### config.mk
export PLATFORM = sky130hd
export DESIGN_NAME = euler_step_seq_flat
export DESIGN_NICKNAME = d
export VERILOG_FILES = /design/src/rtl/euler_step_seq_pkg.sv /design/src/rtl/euler_step_seq_if.sv /design/src/rtl/euler_update_unit.sv /design/src/rtl/euler_step_seq.sv /design/src/flat_wrapper.sv
export SDC_FILE = /design/constraint.sdc
export NUM_CORES = 2
export LEC_CHECK = 0
export BUFFER_PORTS_ARGS = -buffer_cell sky130_fd_sc_hd__buf_2
export CAP_MARGIN = 20
export CORE_ASPECT_RATIO = 1.1
export CORE_UTILIZATION = 47
export DETAILED_ROUTE_END_ITERATION = 16
export HOLD_SLACK_MARGIN = 0.1
export PLACE_DENSITY = 0.65
export SKIP_LAST_GASP = 1
export SLEW_MARGIN = 20
export SYNTH_ARGS = -nofsm -noshare
export SYNTH_HDL_FRONTEND = slang
export SYNTH_HIERARCHICAL = 1
export SYNTH_SLANG_ARGS = --single-unit
### constraint.sdc
create_clock -name clk -period 9.4 [get_ports clk]
set_input_delay 1.88 -clock clk [delete_from_list [all_inputs] [get_ports clk]]
set_output_delay 1.88 -clock clk [all_outputs]
set_load 0.02 [all_outputs]
### src/rtl/euler_step_seq_pkg.sv
// Shared types, default widths and helper functions for the Euler step sequencer.
package euler_pkg;

  typedef enum logic [2:0] {
    ST_IDLE,
    ST_LAUNCH,
    ST_RUN,
    ST_DRAIN,
    ST_DONE
  } state_e;

  localparam int DEF_DATA_SIZE = 16;
  localparam int DEF_FRAC_BITS = 8;

  function automatic longint smax(input int w);
    return (longint'(1) <<< (w - 1)) - longint'(1);
  endfunction

  function automatic longint smin(input int w);
    return -(longint'(1) <<< (w - 1));
  endfunction

  // A run needs at least one row, no more rows than a bank holds, and one step.
  function automatic logic cfg_ok(input int rows, input int steps, input int depth);
    return (rows != 0) && (rows <= depth) && (steps != 0);
  endfunction

endpackage

### src/rtl/euler_step_seq_if.sv
// Row-result handshake between the A*x / B*u dot-product pipelines and the sequencer.
interface euler_step_seq_if #(
  parameter int DATA_SIZE = euler_pkg::DEF_DATA_SIZE
);
  logic                 ax_valid;
  logic [DATA_SIZE-1:0] ax_data;
  logic                 bu_valid;
  logic [DATA_SIZE-1:0] bu_data;
  logic                 in_ready;

  modport master (output ax_valid, ax_data, bu_valid, bu_data, input in_ready);
  modport slave  (input ax_valid, ax_data, bu_valid, bu_data, output in_ready);
endinterface

### src/rtl/euler_update_unit.sv
// Two-stage x + h*(ax+bu) datapath with range check.
// EULER_SATURATE_EN: clamp out-of-range results instead of only flagging them.
module euler_update_unit
  import euler_pkg::*;
#(
  parameter int DATA_SIZE = DEF_DATA_SIZE,
  parameter int FRAC_BITS = DEF_FRAC_BITS,
  parameter int DIM_W     = 6
) (
  input  logic                        clk,
  input  logic                        rst,
  input  logic                        flush_i,
  input  logic                        valid_i,
  input  logic [DIM_W-1:0]            idx_i,
  input  logic signed [DATA_SIZE-1:0] ax_i,
  input  logic signed [DATA_SIZE-1:0] bu_i,
  input  logic signed [DATA_SIZE-1:0] x_i,
  input  logic signed [DATA_SIZE-1:0] h_i,
  output logic                        valid_o,
  output logic                        ovf_o,
  output logic [DIM_W-1:0]            idx_o,
  output logic [DATA_SIZE-1:0]        data_o
);

  localparam int PW = 2 * DATA_SIZE + 1;
  localparam int YW = PW + 1;
  localparam logic signed [YW-1:0] MAXV = YW'(smax(DATA_SIZE));
  localparam logic signed [YW-1:0] MINV = YW'(smin(DATA_SIZE));

  logic signed [DATA_SIZE:0] sum_d;
  logic signed [PW-1:0]      prod_d;
  logic signed [PW-1:0]      prod_q;
  logic signed [PW-1:0]      shift_d;
  logic signed [YW-1:0]      y_d;
  logic [DATA_SIZE-1:0]      x_q;
  logic [DATA_SIZE-1:0]      data_d;
  logic [DIM_W-1:0]          idx1_q;
  logic                      valid1_q;
  logic                      ovf_d;

  always_comb begin
    sum_d   = {ax_i[DATA_SIZE-1], ax_i} + {bu_i[DATA_SIZE-1], bu_i};
    prod_d  = PW'(h_i) * PW'(sum_d);
    shift_d = prod_q >>> FRAC_BITS;
    y_d     = YW'(shift_d) + YW'($signed(x_q));
    ovf_d   = (y_d > MAXV) || (y_d < MINV);
    data_d  = y_d[DATA_SIZE-1:0];
`ifdef EULER_SATURATE_EN
    if (y_d > MAXV) begin
      data_d = MAXV[DATA_SIZE-1:0];
    end else if (y_d < MINV) begin
      data_d = MINV[DATA_SIZE-1:0];
    end
`endif
  end

  always_ff @(posedge clk) begin
    if (!rst || flush_i) begin
      valid1_q <= 1'b0;
      idx1_q   <= '0;
      x_q      <= '0;
      prod_q   <= '0;
      valid_o  <= 1'b0;
      ovf_o    <= 1'b0;
      idx_o    <= '0;
      data_o   <= '0;
    end else begin
      valid1_q <= valid_i;
      idx1_q   <= idx_i;
      x_q      <= x_i;
      prod_q   <= prod_d;
      valid_o  <= valid1_q;
      ovf_o    <= valid1_q & ovf_d;
      idx_o    <= idx1_q;
      data_o   <= data_d;
    end
  end

endmodule

### src/rtl/euler_step_seq.sv
// Multi-step Euler sequencer: FSM, row/step counters and double-buffered state banks.
// EULER_SATURATE_EN: overflow clamps and sets sat_flag instead of aborting the run.
module euler_step_seq
  import euler_pkg::*;
#(
  parameter int DATA_SIZE = DEF_DATA_SIZE,
  parameter int FRAC_BITS = DEF_FRAC_BITS,
  parameter int DIM_W     = 6,
  parameter int DEPTH     = 32,
  parameter int STEP_W    = 16
) (
  input  logic                 clk,
  input  logic                 rst,
  input  logic                 start,
  input  logic [DATA_SIZE-1:0] h_step,
  input  logic [DIM_W-1:0]     n_rows,
  input  logic [STEP_W-1:0]    n_steps,
  input  logic                 x_load_valid,
  input  logic [DIM_W-1:0]     x_load_idx,
  input  logic [DATA_SIZE-1:0] x_load_data,
  euler_step_seq_if.slave      pipe,
  input  logic [DIM_W-1:0]     x_rd_addr,
  output logic [DATA_SIZE-1:0] x_rd_data,
  output logic                 step_start,
  output logic                 x_out_valid,
  output logic [DIM_W-1:0]     x_out_idx,
  output logic [DATA_SIZE-1:0] x_out_data,
  output logic                 step_done,
  output logic [STEP_W-1:0]    step_count,
  output logic                 busy,
  output logic                 finish,
`ifdef EULER_SATURATE_EN
  output logic                 sat_flag,
`endif
  output logic                 error
);

  localparam int AW = $clog2(DEPTH);

  state_e               state_q;
  logic                 cur_q;
  logic [DIM_W-1:0]     row_q;
  logic [DIM_W-1:0]     nrows_q;
  logic [STEP_W-1:0]    nsteps_q;
  logic [STEP_W-1:0]    count_q;
  logic [DATA_SIZE-1:0] h_q;
  logic                 step_start_q, step_done_q, busy_q, finish_q, error_q;
  logic [DATA_SIZE-1:0] mem [0:1][0:DEPTH-1];

  logic                 u_valid, u_ovf;
  logic [DIM_W-1:0]     u_idx;
  logic [DATA_SIZE-1:0] u_data;
  logic                 active, abort, accept, we, lastWrite, loadWe;
  logic [STEP_W-1:0]    countNext_d;
  logic [DATA_SIZE-1:0] xCur;

  assign active = (state_q == ST_RUN) || (state_q == ST_DRAIN);
`ifdef EULER_SATURATE_EN
  assign abort = 1'b0;
`else
  assign abort = active && u_valid && u_ovf;
`endif
  assign pipe.in_ready = (state_q == ST_RUN) && !abort;
  assign accept        = pipe.ax_valid && pipe.bu_valid && pipe.in_ready;
  assign we            = rst && active && u_valid && !abort;
  assign lastWrite     = we && (u_idx == nrows_q - DIM_W'(1));
  assign loadWe        = rst && x_load_valid && (int'(x_load_idx) < DEPTH) &&
                         ((state_q == ST_IDLE) || (state_q == ST_DONE));
  assign countNext_d   = count_q + STEP_W'(1);
  assign xCur          = mem[cur_q][row_q[AW-1:0]];

  // Pipelines always see bank cur; results land in the other bank until the step commits.
  assign x_rd_data   = (rst && (int'(x_rd_addr) < DEPTH)) ? mem[cur_q][x_rd_addr[AW-1:0]] : '0;
  assign x_out_valid = active && u_valid && !abort;
  assign x_out_idx   = u_idx;
  assign x_out_data  = u_data;
  assign step_start  = step_start_q;
  assign step_done   = step_done_q;
  assign step_count  = count_q;
  assign busy        = busy_q;
  assign finish      = finish_q;
  assign error       = error_q;

  euler_update_unit #(
    .DATA_SIZE(DATA_SIZE),
    .FRAC_BITS(FRAC_BITS),
    .DIM_W    (DIM_W)
  ) u_update (
    .clk    (clk),
    .rst    (rst),
    .flush_i(abort),
    .valid_i(accept),
    .idx_i  (row_q),
    .ax_i   (pipe.ax_data),
    .bu_i   (pipe.bu_data),
    .x_i    (xCur),
    .h_i    (h_q),
    .valid_o(u_valid),
    .ovf_o  (u_ovf),
    .idx_o  (u_idx),
    .data_o (u_data)
  );

  always_ff @(posedge clk) begin
    if (we) begin
      mem[~cur_q][u_idx[AW-1:0]] <= u_data;
    end
    if (loadWe) begin
      mem[cur_q][x_load_idx[AW-1:0]] <= x_load_data;
    end
  end

`ifdef EULER_SATURATE_EN
  logic sat_q;
  assign sat_flag = sat_q;
`endif

  always_ff @(posedge clk) begin
    if (!rst) begin
      state_q      <= ST_IDLE;
      cur_q        <= 1'b0;
      row_q        <= '0;
      nrows_q      <= '0;
      nsteps_q     <= '0;
      count_q      <= '0;
      h_q          <= '0;
      step_start_q <= 1'b0;
      step_done_q  <= 1'b0;
      busy_q       <= 1'b0;
      finish_q     <= 1'b0;
      error_q      <= 1'b0;
`ifdef EULER_SATURATE_EN
      sat_q        <= 1'b0;
`endif
    end else begin
      step_start_q <= 1'b0;
      step_done_q  <= 1'b0;
`ifdef EULER_SATURATE_EN
      if (active && u_valid && u_ovf) sat_q <= 1'b1;
`endif
      case (state_q)
        ST_IDLE, ST_DONE: begin
          if (start) begin
`ifdef EULER_SATURATE_EN
            sat_q <= 1'b0;
`endif
            if (cfg_ok(int'(n_rows), int'(n_steps), DEPTH)) begin
              h_q          <= h_step;
              nrows_q      <= n_rows;
              nsteps_q     <= n_steps;
              count_q      <= '0;
              finish_q     <= 1'b0;
              error_q      <= 1'b0;
              busy_q       <= 1'b1;
              step_start_q <= 1'b1;
              state_q      <= ST_LAUNCH;
            end else begin
              finish_q <= 1'b1;
              error_q  <= 1'b1;
              state_q  <= ST_DONE;
            end
          end
        end
        ST_LAUNCH: begin
          row_q   <= '0;
          state_q <= ST_RUN;
        end
        ST_RUN: begin
          if (accept) begin
            row_q <= row_q + DIM_W'(1);
            if (row_q == nrows_q - DIM_W'(1)) state_q <= ST_DRAIN;
          end
        end
        ST_DRAIN: begin
          if (lastWrite) begin
            step_done_q <= 1'b1;
            count_q     <= countNext_d;
            cur_q       <= ~cur_q;
            if (countNext_d == nsteps_q) begin
              finish_q <= 1'b1;
              busy_q   <= 1'b0;
              state_q  <= ST_DONE;
            end else begin
              step_start_q <= 1'b1;
              state_q      <= ST_LAUNCH;
            end
          end
        end
        default: state_q <= ST_IDLE;
      endcase
      // An out-of-range result ends the run without committing the partial bank.
      if (abort) begin
        finish_q <= 1'b1;
        error_q  <= 1'b1;
        busy_q   <= 1'b0;
        state_q  <= ST_DONE;
      end
    end
  end

endmodule
### src/flat_wrapper.sv
// flat-port wrapper written by rule: the top's interface ports become plain ports
module euler_step_seq_flat import euler_pkg::*;
#(
  parameter int DATA_SIZE = DEF_DATA_SIZE,
  parameter int FRAC_BITS = DEF_FRAC_BITS,
  parameter int DIM_W     = 6,
  parameter int DEPTH     = 32,
  parameter int STEP_W    = 16
)
  (clk, rst, start, h_step, n_rows, n_steps, x_load_valid, x_load_idx, x_load_data, x_rd_addr, x_rd_data, step_start, x_out_valid, x_out_idx, x_out_data, step_done, step_count, busy, finish, error, pipe_ax_valid, pipe_ax_data, pipe_bu_valid, pipe_bu_data, pipe_in_ready);
  euler_step_seq_if #(.DATA_SIZE(DATA_SIZE)) pipe_i ();
  input  logic clk;
  input  logic rst;
  input  logic start;
  input  logic [DATA_SIZE-1:0] h_step;
  input  logic [DIM_W-1:0] n_rows;
  input  logic [STEP_W-1:0] n_steps;
  input  logic x_load_valid;
  input  logic [DIM_W-1:0] x_load_idx;
  input  logic [DATA_SIZE-1:0] x_load_data;
  input  logic [DIM_W-1:0] x_rd_addr;
  output logic [DATA_SIZE-1:0] x_rd_data;
  output logic step_start;
  output logic x_out_valid;
  output logic [DIM_W-1:0] x_out_idx;
  output logic [DATA_SIZE-1:0] x_out_data;
  output logic step_done;
  output logic [STEP_W-1:0] step_count;
  output logic busy;
  output logic finish;
  output logic error;
  input wire logic [$bits(pipe_i.ax_valid)-1:0] pipe_ax_valid;
  input wire logic [$bits(pipe_i.ax_data)-1:0] pipe_ax_data;
  input wire logic [$bits(pipe_i.bu_valid)-1:0] pipe_bu_valid;
  input wire logic [$bits(pipe_i.bu_data)-1:0] pipe_bu_data;
  output wire logic [$bits(pipe_i.in_ready)-1:0] pipe_in_ready;
  assign pipe_i.ax_valid = pipe_ax_valid;
  assign pipe_i.ax_data = pipe_ax_data;
  assign pipe_i.bu_valid = pipe_bu_valid;
  assign pipe_i.bu_data = pipe_bu_data;
  assign pipe_in_ready = pipe_i.in_ready;
  euler_step_seq #(.DATA_SIZE(DATA_SIZE), .FRAC_BITS(FRAC_BITS), .DIM_W(DIM_W), .DEPTH(DEPTH), .STEP_W(STEP_W)) u_core (.clk(clk), .rst(rst), .start(start), .h_step(h_step), .n_rows(n_rows), .n_steps(n_steps), .x_load_valid(x_load_valid), .x_load_idx(x_load_idx), .x_load_data(x_load_data), .pipe(pipe_i), .x_rd_addr(x_rd_addr), .x_rd_data(x_rd_data), .step_start(step_start), .x_out_valid(x_out_valid), .x_out_idx(x_out_idx), .x_out_data(x_out_data), .step_done(step_done), .step_count(step_count), .busy(busy), .finish(finish), .error(error));
endmodule
==> impl_metrics.toml <==
[timing]
worst_pin_slew_ns = 1.13
fin_hold_ws_ns = 0.425
fin_tns_setup_ns = 0
max_freq_mhz = 111
setup-violations-final = 0
maxSlewHeadroom_pct = 24.0
finClkSkew_ns = 0.0243
maxSlewViolCount = 0
hold_viol = 0
period_share_pct = 95.8
period_needed_ns = 9.00

[grt]
grt_pass1_vias = 41157
antenna_found_initial = 18
busiest_layer = "met2"
use_met2_pct = 42.8
grt_util_met1_pct = 35.1
grt_use_total_pct = 26.5
grt_overflow = 0
grt_max_degree = 108
grt_use_met3_pct = 5.12
grt_pass1_wl_um = 272000

[worst_setup_path]
worst-path-buf-inv = 7
critPathMaxStageDelay_ns = 0.54
reg2reg_slack_ns = 2.57
r2r_end = "u_core/u_update/prod_q[31]"
arrival_ns = 9.62
crit_slowest_cell = "fa_1"
timing.rr.start = "u_core/h_q[8]"
path_class = "in2reg"
worst_ep_required_time_ns = 10.02
end_kind = "register"
path_max_fanout = 4
cp-start-kind = "input pin"
cpMostUsedCell = "fa_1"
crit_path_start = "pipe_ax_data[0]"
critPathCapture = "u_core/u_update/prod_q[31]"
crit_cells = 34
critPathTopFamily = "adder cells"
r2r_cells = 24

[placement]
place_congestion = 0.905
place_area_um2 = 69600
dp_cells = 6319
dp_hpwl_um = 119000
portBuffers = 164

[layout]
area_delta_synth_final_pct = 12.2
multi_input_area_um2 = 29900
final-seq-area_um2 = 33600
nets = 5134
fin_util_pct = 53.3
fillers = 11214
drive_gt1_share_pct = 25.4
final_cell_mix = "1,024 x edfxtp_1, 515 x mux4_2, 337 x inv_1"
design_area_um2 = 73600
stdcell_count = 6550
layout_commonest_cell = "edfxtp_1"

[detailed_routing]
drc_errors = 0
wl_per_cell_um = 28.2
first_iter_violations = 4545
first_pass_iters = 8
ant_nets = 0
detail_route.vias_per_cell = 6.20
wl_um = 185000
via_count = 40588

[pwr]
p_per_area_nw_per_um2 = 187
p_leak_nw = 25.9
irDropWorstVdd_mv = 0.166

[worst_hold_path]
hp-class = "reg2reg"
hold_path_depth = 1

[floorplanning]
num_rows = 143
die_area_um2 = 141000
ios = 165
fp.dieW_um = 358
core-area_um2 = 138000
fp.dieH_um = 394
initial_core_util_pct = 47.5

[cts]
htree_levels = 3
cts_tree = "built"
cts_hold_buf = 0
clk_latency_ns = 0.75
cts_buffers = 119
cts.reportedPaths.clkPinSlew_ns = 0.06
root_buffer = "clkbuf_16"
clockBufferDepth = 3
clock_sinks = 1166

[outcome]
status = "finished clean"

[logic_synthesis]
synthFlopType = "edfxtp_1"
syn_avg_cell_area_um2 = 14.9
synthCells = 4394
yosys_warnings = 6
syn-cell-area_um2 = 65600
synth_cell_type_count = 80
ys_ff_latch = 1166
synthesis.nets = 4900
synth_edf_count = 1024
yosysSeqAreaShare_pct = 51.2
synth-async-reset-ratio_pct = 0

[run]
drv_cap = 0
## worst reg2reg max path, cell delays in order, from the launching register on
cell       delay, ns
dfxtp_1         0.85
nand2_1         0.19
fa_1            0.56
inv_1           0.06
fa_1            0.50
inv_1           0.06
fa_1            0.52
inv_1           0.07
fa_1            0.52
fa_1            0.50
inv_1           0.05
fa_1            0.48
inv_1           0.04
ha_1            0.28
and4_1          0.23
a21oi_2         0.15
o22ai_2         0.11
a2111oi_4       0.34
a211oi_2        0.14
o21ai_1         0.17
buf_4           0.15
a31oi_2         0.12
o41ai_2         0.38
xor2_1          0.18
nor2_1          0.05
## per-stage QoR
step | setup WS, ns | total power, mW
final | 0.397 | 13.8
after floorplan | 0.00109 | 7.98
after global placement | -0.558 | 9.04
after detailed placement | -0.612 | 9.05
after global routing | -0.0215 | 14.4
after CTS | 0.105 | 13.8
## final cells by class
cell class,instances,share of cell area (%)
flip-flops and latches,1166,45.6
multi-input cells,2616,40.6
clock buffers,145,4.29
repair buffers,386,3.56
well taps,1812,3.08
inverters,339,1.73
clock inverters,81,1.06
diodes,5,0.0170
## worst min-delay path by stage
stage	from	to	slack (ns)
after floorplan	u_core/u_update/valid1_q	u_core/u_update/valid_o	0.40
after global placement	u_core/u_update/idx1_q[4]	u_core/u_update/idx_o[4]	0.41
after detailed placement	u_core/u_update/idx1_q[0]	u_core/u_update/idx_o[0]	0.41
after CTS	u_core/u_update/idx1_q[0]	u_core/u_update/idx_o[0]	0.43
after global routing	u_core/u_update/idx1_q[4]	u_core/u_update/idx_o[4]	0.44
final	u_core/u_update/idx1_q[1]	u_core/u_update/idx_o[1]	0.42
## flip-flops by register name, indices dropped and copies added, names as in the netlist, 16 cells and up, named ones only
signal and count:
u_core/step_count 16, u_core/u_update/data_o 16, u_core/u_update/x_q 16, u_core/h_q 16, u_core/mem 1024, u_core/nsteps_q 16, u_core/u_update/prod_q 25
## logic make-up (layout without fill, tap and decap cells)
| group | after synthesis | after routing | share of synthesized area [%] |
|---|---|---|---|
| AO/OA/AOI/OAI | 481 | 481 | 5.21 |
| XOR/XNOR | 102 | 102 | 1.40 |
| adder cells (fa/ha/maj) | 402 | 402 | 10.8 |
| buffers and inverters | 612 | 951 | 3.77 |
| flip-flops | 1166 | 1166 | 51.2 |
| multiplexers | 725 | 725 | 20.9 |
| other | 0 | 5 | 0 |
| AND/OR/NAND/NOR | 906 | 906 | 6.73 |
## power by group
part / total (mW) / switching, mW / internal (mW)
sequential: 6.14 / 0.0917 / 6.05
clock: 4.79 / 2.04 / 2.75
combinational: 2.85 / 1.76 / 1.09
total: 13.8 / 3.89 / 9.89
## per-layer routing
layer / share of wire (%) / wire (µm)
met1: 38 / 70500
met2: 48 / 89000
met3: 9.3 / 17200
met4: 4.4 / 8120
met5: 0.075 / 139
## what timing repair did
item	in CTS	in global routing
setup endpoints to repair	0	11
buffers inserted	0	0
resized for setup	0	16
## cell usage after synthesis (16+ instances only)
library cell | instances | area [µm²]
buf_2 | 37 | 185
nor2b_1 | 39 | 244
nand4_1 | 17 | 106
clkbuf_1 | 191 | 717
fa_1 | 277 | 5550
o22ai_1 | 56 | 350
edfxtp_1 | 1024 | 30700
nand3_1 | 34 | 170
a21oi_1 | 81 | 405
mux4_2 | 515 | 11600
and3_1 | 16 | 100
a21boi_0 | 41 | 308
dfxtp_1 | 142 | 2840
xnor2_1 | 65 | 569
o21ai_0 | 39 | 195
xor2_1 | 35 | 307
mux2i_1 | 208 | 2080
nand2_1 | 346 | 1300
and2_1 | 164 | 1030
a211oi_1 | 44 | 330
buf_1 | 18 | 67.6
nor3_1 | 37 | 185
nor2_1 | 160 | 601
ha_1 | 125 | 1560
o221ai_1 | 93 | 815
inv_1 | 338 | 1270
buf_4 | 19 | 143
nand2b_1 | 18 | 113
No activity file was read; power rests on OpenSTA's default activity.
